===== src/rtl/if_id_stage.sv =====
// IF/ID pipeline register: 2-entry skid buffer between fetch and decode, head entry split into MIPS fields.
// Optional IF_ID_STALL_CNT_EN adds a saturating count of cycles where decode stalls a valid head.
module if_id_stage #(
    parameter int unsigned INSN_W = 32,
    parameter int unsigned PC_W   = 32,
    parameter int unsigned IMM_W  = 16
) (
    input  logic              clk,
    input  logic              rst,
    input  logic              in_valid,
    output logic              in_ready,
    input  logic [INSN_W-1:0] in_insn,
    input  logic [PC_W-1:0]   in_pc,
    input  logic              flush,
    output logic              out_valid,
    input  logic              out_ready,
    output logic [PC_W-1:0]   out_pc,
    output logic [INSN_W-1:0] out_insn,
    output logic [5:0]        out_opcode,
    output logic [4:0]        out_rs,
    output logic [4:0]        out_rt,
    output logic [4:0]        out_rd,
    output logic [4:0]        out_shamt,
    output logic [5:0]        out_funct,
    output logic [IMM_W-1:0]  out_imm,
    output logic [25:0]       out_target
`ifdef IF_ID_STALL_CNT_EN
    ,
    output logic [31:0]       stall_cnt
`endif
);

    logic              main_v_q, main_v_d;
    logic [INSN_W-1:0] main_insn_q, main_insn_d;
    logic [PC_W-1:0]   main_pc_q, main_pc_d;
    logic              skid_v_q, skid_v_d;
    logic [INSN_W-1:0] skid_insn_q, skid_insn_d;
    logic [PC_W-1:0]   skid_pc_q, skid_pc_d;

    logic acc;
    logic pop;

    // in_ready depends only on state, so decode backpressure never reaches fetch combinationally
    assign in_ready  = !skid_v_q;
    assign out_valid = main_v_q;
    assign acc       = in_valid & in_ready;
    assign pop       = out_valid & out_ready;

    always_comb begin
        main_v_d    = main_v_q;
        main_insn_d = main_insn_q;
        main_pc_d   = main_pc_q;
        skid_v_d    = skid_v_q;
        skid_insn_d = skid_insn_q;
        skid_pc_d   = skid_pc_q;

        if (flush) begin
            main_v_d = 1'b0;
            skid_v_d = 1'b0;
        end else if (!main_v_q) begin
            if (acc) begin
                main_v_d    = 1'b1;
                main_insn_d = in_insn;
                main_pc_d   = in_pc;
            end
        end else if (pop) begin
            if (skid_v_q) begin
                main_insn_d = skid_insn_q;
                main_pc_d   = skid_pc_q;
                skid_v_d    = 1'b0;
            end else if (acc) begin
                main_insn_d = in_insn;
                main_pc_d   = in_pc;
            end else begin
                main_v_d = 1'b0;
            end
        end else if (acc) begin
            // head is stalled: park the new beat in the skid slot
            skid_v_d    = 1'b1;
            skid_insn_d = in_insn;
            skid_pc_d   = in_pc;
        end
    end

    always_ff @(posedge clk or posedge rst) begin
        if (rst) begin
            main_v_q    <= 1'b0;
            main_insn_q <= '0;
            main_pc_q   <= '0;
            skid_v_q    <= 1'b0;
            skid_insn_q <= '0;
            skid_pc_q   <= '0;
        end else begin
            main_v_q    <= main_v_d;
            main_insn_q <= main_insn_d;
            main_pc_q   <= main_pc_d;
            skid_v_q    <= skid_v_d;
            skid_insn_q <= skid_insn_d;
            skid_pc_q   <= skid_pc_d;
        end
    end

    assign out_pc     = main_pc_q;
    assign out_insn   = main_insn_q;
    assign out_opcode = main_insn_q[31:26];
    assign out_rs     = main_insn_q[25:21];
    assign out_rt     = main_insn_q[20:16];
    assign out_rd     = main_insn_q[15:11];
    assign out_shamt  = main_insn_q[10:6];
    assign out_funct  = main_insn_q[5:0];
    assign out_imm    = main_insn_q[IMM_W-1:0];
    assign out_target = main_insn_q[25:0];

`ifdef IF_ID_STALL_CNT_EN
    logic [31:0] stall_cnt_q, stall_cnt_d;

    always_comb begin
        stall_cnt_d = stall_cnt_q;
        if (out_valid && !out_ready && (stall_cnt_q != 32'hFFFF_FFFF)) begin
            stall_cnt_d = stall_cnt_q + 32'd1;
        end
    end

    always_ff @(posedge clk or posedge rst) begin
        if (rst) begin
            stall_cnt_q <= '0;
        end else begin
            stall_cnt_q <= stall_cnt_d;
        end
    end

    assign stall_cnt = stall_cnt_q;
`endif

endmodule


===== config.mk =====
export PLATFORM = sky130hd
export DESIGN_NAME = if_id_stage
export DESIGN_NICKNAME = d
export VERILOG_FILES = /design/src/rtl/if_id_stage.sv
export SDC_FILE = /design/constraint.sdc
export NUM_CORES = 1
export LEC_CHECK = 0
export CORE_MARGIN = 4
export CORE_UTILIZATION = 40
export DETAILED_ROUTE_END_ITERATION = 10
export PLACE_DENSITY_LB_ADDON = 0.25
export SLEW_MARGIN = 20
export SYNTH_ARGS = -nofsm -noshare
export SYNTH_HDL_FRONTEND = slang
export SYNTH_SLANG_ARGS = --single-unit

===== constraint.sdc =====
create_clock -name clk -period 8.24 [get_ports clk]
set_clock_uncertainty 0.05 [all_clocks]
set_input_delay 1.648 -clock clk [delete_from_list [all_inputs] [get_ports clk]]
set_output_delay 1.648 -clock clk [all_outputs]
set_load 0.03 [all_outputs]

After elaboration in Yosys (flattened, before gate mapping):

Cells that the tools add are included.

* word-level logic and storage cells: 34
* output and inout port bits: 140
* input port bits: 69
* bits in registers: 130

* reductions and logical operators: 6
* multiplexer cells: 17
* equality and inequality tests: 1
* bitwise logic cells: 4

Operator list (number)
* 32-bit 2-to-1 mux: 8
* 1-bit 2-to-1 mux: 9
* 2-bit AND reduction: 2
* 4-bit AND reduction: 1
* 3-bit nonzero test: 1
* 1-bit bitwise AND: 2
* 2-bit by 1-bit inequality test with 1-bit output (second input constant): 1
* 1-bit NOT: 2
* 2-bit nonzero test: 1
* 1-bit logical NOT: 1

Depth between registers and ports, before layout:

* depth after elaboration: 7
* depth in mapped cells: 6

Least setup slack after synthesis:

Ideal clock, no wire load.

* path kind: input-to-reg
* start: in flush
* end: reg skid_insn_q[10]
* path buffers: 1
* arrival time: 2.516 ns
* setup slack: 5.549 ns
* setup time: 0.125 ns
* stages on the path: 4
* cell sequence: nor3_1 -> nand3_2 -> buf_2 -> mux2_2

* longest elaborated chain between the ends: 2

RTL lines
* start: declaration: RTL line 14 `input logic flush,`
* 1-bit NOT (no source line)
* 4-bit AND reduction (no source line)
* end signal: assignment: RTL line 98 `skid_insn_q <= skid_insn_d;`
* end: declaration: RTL line 37 `logic [INSN_W-1:0] skid_insn_q, skid_insn_d;`

No other way between the ends.
A chain may end at the register's enable or synchronous reset.

Worst setup path in the final report:

* start: in in_valid
* end: reg main_insn_q[25] (netlist: out_insn[25])

* longest elaborated chain between the ends: 5

RTL lines
* start: declaration: RTL line 10 `input logic in_valid,`
* 1-bit bitwise AND *: RTL line 46 `assign acc = in_valid & in_ready;`
* 32-bit 2-to-1 mux *
* 32-bit 2-to-1 mux (2 in series)
* 32-bit 2-to-1 mux *
* end signal: assignment: RTL line 95 `main_insn_q <= main_insn_d;`
* end: declaration: RTL line 34 `logic [INSN_W-1:0] main_insn_q, main_insn_d;`

Every way passes the cells marked *; elsewhere a longest branch is shown, timed or not. The select of a mux whose other input is x is not followed.

==> impl_metrics.ini <==
[floorplan]
die_y_um = 132
core_region_area_mm2 = 0.0151
die-area_mm2 = 0.0175
start_util = 0.407
die_w_um = 132
rows = 45
io_pins = 209

[synth]
synth.area.top_cells = dfrtp_1, a2bb2oi_2, mux2_2
synth_seq_cells = 130
ys_seq_area_frac = 0.528
synthCells = 442
yosysUniqueCellTypes = 19
syn_nets = 511
synth_area_leader_cell = dfrtp_1
yosysWarnings = 0
yosysTopAreaCellShare = 0.528
avgSynthCellArea_um2 = 14.0
synth_area_mm2 = 0.00617

[clock_network]
post_cts_resized = 0
cts.clk_slew.worst_paths_ps = 50
hold_buffers = 0
h-tree-depth = 4
clkSinkCount = 130
postCtsSetupBuffers = 0
insertion_delay_ps = 400
cts_buffers = 17
clock_path_buffers = 2
cts_tree = done
cts_root_buf = clkbuf_16

[final_layout]
drive_gt1_frac = 0.281
areaGrowthSynthToFinish_pct = 35.9
layout.nets = 636
antenna_cells = 0

[pwr]
p_total_mw = 2.48
powerDensity_mw_per_mm2 = 296
peakVddDrop_mv = 0.142
p_leak_nw = 3.36

[global_route]
grt_pass1_vias = 4324
grt_antenna_before_repair = 0
grt_max_degree = 74
grt_usage = 0.170
overflow = 0
grt_pass1_wl_um = 23700

[sta]
slew_violations = 0
rsz0062_at_grt = no
setup_viol = 0
finalHoldViolations = 0
min_period_ps = 3740
slew_headroom = 0.278
fmax_mhz = 267
fin_tns_setup_ps = 0
min_period_over_period = 0.454
tightest_slew_ps = 1080

[detailed_routing]
vias = 4095
drt_iter0_markers = 145
wl_um = 14300
dr.pass1.iters = 4
post_drt_wl_per_cell_um = 18.6
drc = 0
viasPerCell = 5.33
drtAntennaViolNets = 0

[critical_path]
cp_data_required_time_ps = 8520
crit_type = primary input to flip-flop
critPathCaptureType = flip-flop
cp_max_fo = 66
startpoint_type = primary input
arrival_ps = 4020

[job]
cap_violations = 0

[placement]
dp_hpwl_um = 9100
io_buffers = 208
gp_congestion = 0.766

[min_path]
min_path_type = flip-flop to flip-flop

[outcome]
status = completed
## layout by cell type, fill, tap and decap left out
| cell | n |
|---|---|
| inv_1 | 2 |
| inv_4 | 1 |
| o21ai_0 | 1 |
| a2bb2oi_2 | 60 |
| clkbuf_1 | 4 |
| nand2_2 | 1 |
| a2bb2oi_1 | 4 |
| clkbuf_8 | 8 |
| dfrtp_1 | 130 |
| buf_4 | 5 |
| clkbuf_16 | 17 |
| bufinv_16 | 1 |
| a21oi_4 | 1 |
| clkdlybuf4s50_1 | 208 |
| clkinv_2 | 2 |
| a211oi_1 | 1 |
| mux2_2 | 64 |
| nand2b_4 | 1 |
| a221oi_4 | 1 |
| nand3_4 | 1 |
| a21oi_1 | 2 |
| o22ai_1 | 64 |
| nor3_1 | 1 |
## metal layers
layer | up-vias | share of wire | track usage
met5 | - | 0 | 0
met4 | 0 | 0.014 | 0.0583
met3 | 16 | 0.074 | 0.0573
met2 | 180 | 0.47 | 0.263
met1 | 2073 | 0.44 | 0.223
li1 | 1826 | - | -
## logic make-up (layout without fill, tap and decap cells)
logic type | count (synthesis) | after routing | share of synthesized area
simple gates | 4 | 4 | 0.00568
flops | 130 | 130 | 0.528
compound gates | 134 | 134 | 0.225
buf+inv | 110 | 248 | 0.124
mux | 64 | 64 | 0.117
## per-stage QoR
stage / hold slack, ps / setup WS, ps / cells / area [um2] / utilization
after CTS: 456 / 4510 / 768 / 8380 / 0.553
after global placement: 438 / 4090 / 736 / 7790 / 0.514
final: 454 / 4500 / 768 / 8380 / 0.553
after global routing: 465 / 4310 / 768 / 8380 / 0.553
after floorplan: 430 / 3070 / 442 / 6170 / -
after detailed placement: 444 / 4060 / 736 / 7790 / 0.514
## path summary, 6_finish.rpt
| check | from | end | slack [ps] | cells after the start |
|---|---|---|---|---|
| max | in_valid | out_insn[25] | 4500 | 5 |
| min | skid_insn_q[21] | skid_insn_q[21] | 450 | 1 |
| max reg2reg | skid_v_q | out_insn[25] | 5860 | 4 |
| min reg2reg | skid_insn_q[21] | skid_insn_q[21] | 450 | 1 |
| max in group asynchronous | rst | out_pc[21] | 5060 | 3 |
| min in group asynchronous | rst | out_pc[25] | 1660 | 2 |
## registers in the layout (all words and copies together), names as in the netlist
| register | cells |
|---|---|
| out_valid | 1 |
| out_insn | 32 |
| out_pc | 32 |
| skid_v_q | 1 |
| skid_insn_q | 32 |
| skid_pc_q | 32 |
## cell type report
type,instances,area (um2)
fill,1227,6770
clock buffer,29,551
multi-input combinational,202,2160
inverter,3,13.8
timing repair buffer,213,2120
clock inverter,3,40.0
sequential,130,3250
tap,188,235
## cells in the mapped netlist, drive strengths merged
cell type and instances:
mux2 64, a2bb2oi 64, nand3 1, dfrtp 130, a221oi 1, a21oi 3, a211oi 1, clkbuf 5
nand2 1, inv 3, buf 102, nand2b 1, nor3 1, o21ai 1, o22ai 64
## power breakdown
group | internal (mW) | switching (mW) | total (mW) | leakage, nW
Sequential | 0.789 | 0.113 | 0.902 | 1.52
Combinational | 0.411 | 0.432 | 0.844 | 1.55
Clock | 0.479 | 0.254 | 0.733 | 0.294
## critical path, stage by stage
cell and delay [ps]:
clkdlybuf4s50_1 620, nand2b_4 510, a221oi_4 450, buf_4 560, a2bb2oi_1 190
(Power assumes the default switching activity.)
==> RTL change 1, RTL diff (config.mk and constraints unchanged) <==
`IMM_W`: 16 -> 32.
--- a/src/rtl/if_id_stage.sv
+++ b/src/rtl/if_id_stage.sv
@@ -4,5 +4,5 @@
     parameter int unsigned INSN_W = 32,
     parameter int unsigned PC_W   = 32,
-    parameter int unsigned IMM_W  = 16
+    parameter int unsigned IMM_W  = 32
 ) (
     input  logic              clk,
Ports: changed (resized out_imm); port bits go from 209 to 225. No check against the original RTL was run, so the function may have changed too.
==> RTL change 1 against the unedited design <==
Power rose by 4.4%. Synthesized area increased by 1.9%. Sequential cell count unchanged. Setup slack worse by 11 ps. Global-route usage decreased by 0.19 points. Register-to-register slack hardly changed. Largest cell class unchanged. Cell area increased by 2.6%. Wire length increased by 4.3%. First-iteration DRC count is 9.7% lower.
==> RTL change 1: results (changes against the unedited design) <==
The run gives 3990 ps (-30 ps) as the data arrival time of the worst path. The depth of the worst register-to-register path came out at 3 (-1). Global-route met1 utilization: 0.217 (-0.00649). The logs give 4352 (+0.65%) for the number of global-route vias before repair and 131 (-9.7%) for the number of design-rule violations left by the first detailed-router iteration. The tools report the total power consumption of the routed design as 2.59 mW (+4.4%).

Share of the synthesized area in compound gates (AO/OA/AOI/OAI): 0.221 (-0.00431). Clock tree buffer count of the final layout: 22 (-24%). Global routing met2 resource utilization: 0.271 (+0.00805). The met2 wire length is 7.06 mm (+4.5%), and the routed wire length is 14.9 mm (+4.3%). The number of instances in the placed design is 776 (+5.4%). The run gives 0.777 mW (+6.0%) as the power of the clock network.

The net switching share of the total power is 0.331 (+0.00896), and the worst relative slew slack is 0.336 (+0.0586). The run finished with clean final reports. The ratio of routed vias to standard cells works out to 5.16 (-3.1%).

The routed metal-1 wire length was 6.50 mm (+3.2%); the routing usage on met3 was 0.0487 (-0.00854). The sequential share of cell area came out at 0.378 (-0.00995). The highest net fanout along the worst path works out to 64 (-3.0%). For the cell area after placement, the log shows 0.00798 mm2 (+2.5%). For the wire length of the first global-routing pass, the log shows 23.6 mm (-0.61%).

The mux cell area share after synthesis was 0.115 (-0.00223). The part of the power in registers came out at 0.350 (-0.014). The number of port buffers is 224 (+7.7%). Post-synthesis cell count: 458 (+3.6%). The logs give 67 (-9.5%) for the largest net degree at the start of global routing and 1.14 mm (+8.7%) for the wire length on met3. Number of ordinary and repair buffers in the finished layout: 230 (+8.0%). The ratio of cells with drive above 1 in the final layout was 0.280 (-0.00130). The area fraction of clock buffers and clock inverters is 0.0715 (+0.000959), and the area added between synthesis and finish is 36.8%. The via count came out at 4173 (+1.9%).
## RTL change 1: changes by cell type in the layout (fill, tap and decap cells not counted), sizes merged
| cell | delta |
|---|---|
| bufinv | +2 |
| clkdlybuf4s50 | +16 |
| clkinvlp | +2 |
| buf | +1 |
| clkinv | +3 |
| clkbuf | -7 |
## RTL change 1: path summary, 6_finish.rpt
kind / startpoint / endpoint / slack, ps
max: flush / skid_pc_q[18] / 4490
min: skid_pc_q[9] / skid_pc_q[9] / 460
max reg2reg: skid_v_q / skid_pc_q[18] / 5850
min reg2reg: skid_pc_q[9] / skid_pc_q[9] / 460
max in group asynchronous: rst / skid_pc_q[13] / 5070
min in group asynchronous: rst / skid_pc_q[18] / 1690
## RTL change 1: worst max-delay path, stage by stage
cell and delay [ps]:
sky130_fd_sc_hd__clkdlybuf4s50_1 540, sky130_fd_sc_hd__nor3_1 390, sky130_fd_sc_hd__nand3_4 800, sky130_fd_sc_hd__mux2_2 590
==> RTL change 2, RTL diff (same flow settings) <==
Made on the original files. Build with the macro `IF_ID_STALL_CNT_EN` defined.
--- a/src/rtl/if_id_stage.sv
+++ b/src/rtl/if_id_stage.sv
@@ -1,4 +1,6 @@
 // IF/ID pipeline register: 2-entry skid buffer between fetch and decode, head entry split into MIPS fields.
 // Optional IF_ID_STALL_CNT_EN adds a saturating count of cycles where decode stalls a valid head.
+`define IF_ID_STALL_CNT_EN
+
 module if_id_stage #(
     parameter int unsigned INSN_W = 32,
Check against the original RTL (old outputs only; new: stall_cnt): equivalent (equiv_simple and equiv_induct, registers matched by name and starting in step).
==> RTL change 2 against the unedited design <==
Wire length grew 32%. Cell area increased by 19%. Global-route usage grew 1.7 points. Sequential share of layout area grew 1.9 points. Sequential cell count is 32 higher. Clock power increased by 17%. First-iteration DRC count increased by 43%. Setup slack got worse by 490 ps. Synthesized area rose by 17%. Power rose by 13%. Utilization up 1.4 points.
==> RTL change 2: results (changes against the unedited design) <==
The filler-free cell count of the finished design was 1041 (+36%); the weighted congestion reported at the end of routability-driven placement was 0.817 (+6.6%). The flow ran to the end, and the final reports show no timing, DRC or antenna violations. The tools report the number of global-route vias before repair as 5629 (+30%). The parity-gate share of the synthesized area counting xor and xnor cells works out to 0.0351 (+0.0351).

The overall fraction of global-route tracks in use was 0.187 (+0.0172); the arithmetic-cell share of the synthesized area counting full adders, half adders and majority gates was 0.00173 (+0.00173). The wire length on met3 is 1.03 mm (-1.9%), and the routing usage on met3 is 0.0444 (-0.0129). The maximum vdd drop was 0.000170 V (+20%); the net count after synthesis was 717 (+40%).

For the total clock buffers created by CTS, the log shows 17 (unchanged). The number of design-rule violations left by the first detailed-router iteration came out at 208 (+43%). The global-route met1 utilization was 0.233 (+0.00990). After synthesis, the most frequently instantiated cells are sky130_fd_sc_hd__dfrtp_1 (162), sky130_fd_sc_hd__buf_4 (74), sky130_fd_sc_hd__nor2_1 (72).

The cell area after placement was 0.00930 mm2 (+19%). The slowest cell on the critical path was sky130_fd_sc_hd__nor3_4. The wire length of the first global-routing pass came out at 30.0 mm (+26%).

For the routed metal-1 wire length, the log shows 8.04 mm (+28%). Data arrival time of the worst path: 4480 ps (+460 ps). The ratio of routed vias to standard cells came out at 5.28 (-0.97%). The wire length per cell works out to 18.2 um (-2.4%). The global routing met2 resource utilization was 0.318 (+0.0549).

The ratio of cells with drive above 1 in the final layout was 0.129 (-0.152). Share of the synthesized area in compound gates (AO/OA/AOI/OAI): 0.113 (-0.112). By area the synthesized netlist is led by sky130_fd_sc_hd__dfrtp_1 (56%), sky130_fd_sc_hd__mux2_2 (9.2%), sky130_fd_sc_hd__buf_4 (7.7%). The run gives 4.04 nW (+20%) as the leakage dissipation. The sum of net half-perimeters after detailed placement came out at 12.8 mm (+41%).

The highest net fanout along the worst path came out at 67 (+1.5%). The mux cell area share after synthesis is 0.101 (-0.0157), and the number of instances in the placed design is 1009 (+37%). The antenna diode instance count is 0 (unchanged).
-- RTL change 2: changes by cell type in the layout (fill, tap and decap cells not counted), sizes merged, moves of 11 or more --
cell           delta
clkdlybuf4s50    +32
a2bb2oi          -64
a21oi            +64
nand3            +11
nor2             +72
nand4            +19
xnor2            +25
dfrtp            +32
-- RTL change 2: final cells by class --
| cell class | instances | area, um2 | area share |
|---|---|---|---|
| repair buffers | 246 | 2450 | 0.246 |
| multi-input cells | 371 | 2490 | 0.251 |
| flip-flops and latches | 162 | 4050 | 0.407 |
| inverters | 5 | 23.8 | 0.00239 |
| well taps | 225 | 282 | 0.0283 |
| clock buffers | 25 | 505 | 0.0508 |
| clock inverters | 7 | 144 | 0.0145 |
-- RTL change 2: final timing paths --
path / end / slack, ps / depth (start not counted)
min in group asynchronous: out_pc[26] / 1700 / 2
hold reg to reg: skid_insn_q[2] / 440 / 1
setup / recovery: skid_insn_q[6] / 4010 / 6
hold / removal: skid_insn_q[2] / 440 / 1
setup reg to reg: skid_insn_q[6] / 5230 / 6
max in group asynchronous: out_pc[9] / 4940 / 3
-- RTL change 2: through the flow --
| stage | setup slack, ps | util | power, mW |
|---|---|---|---|
| global route | 3810 | 0.567 | 2.93 |
| detailed placement | 3480 | 0.530 | 1.97 |
| global placement | 3620 | 0.530 | 1.94 |
| CTS | 3930 | 0.567 | 2.84 |
| finish | 4010 | 0.567 | 2.81 |
| floorplan | 2170 | - | 1.66 |
-- RTL change 2: where the power goes --
part / switching [mW] / leakage, nW / internal (mW) / total (mW)
registers: 0.118 / 1.96 / 0.956 / 1.07
clock network: 0.311 / 0.310 / 0.550 / 0.860
logic: 0.484 / 1.77 / 0.386 / 0.870
total: 0.914 / 4.04 / 1.89 / 2.81
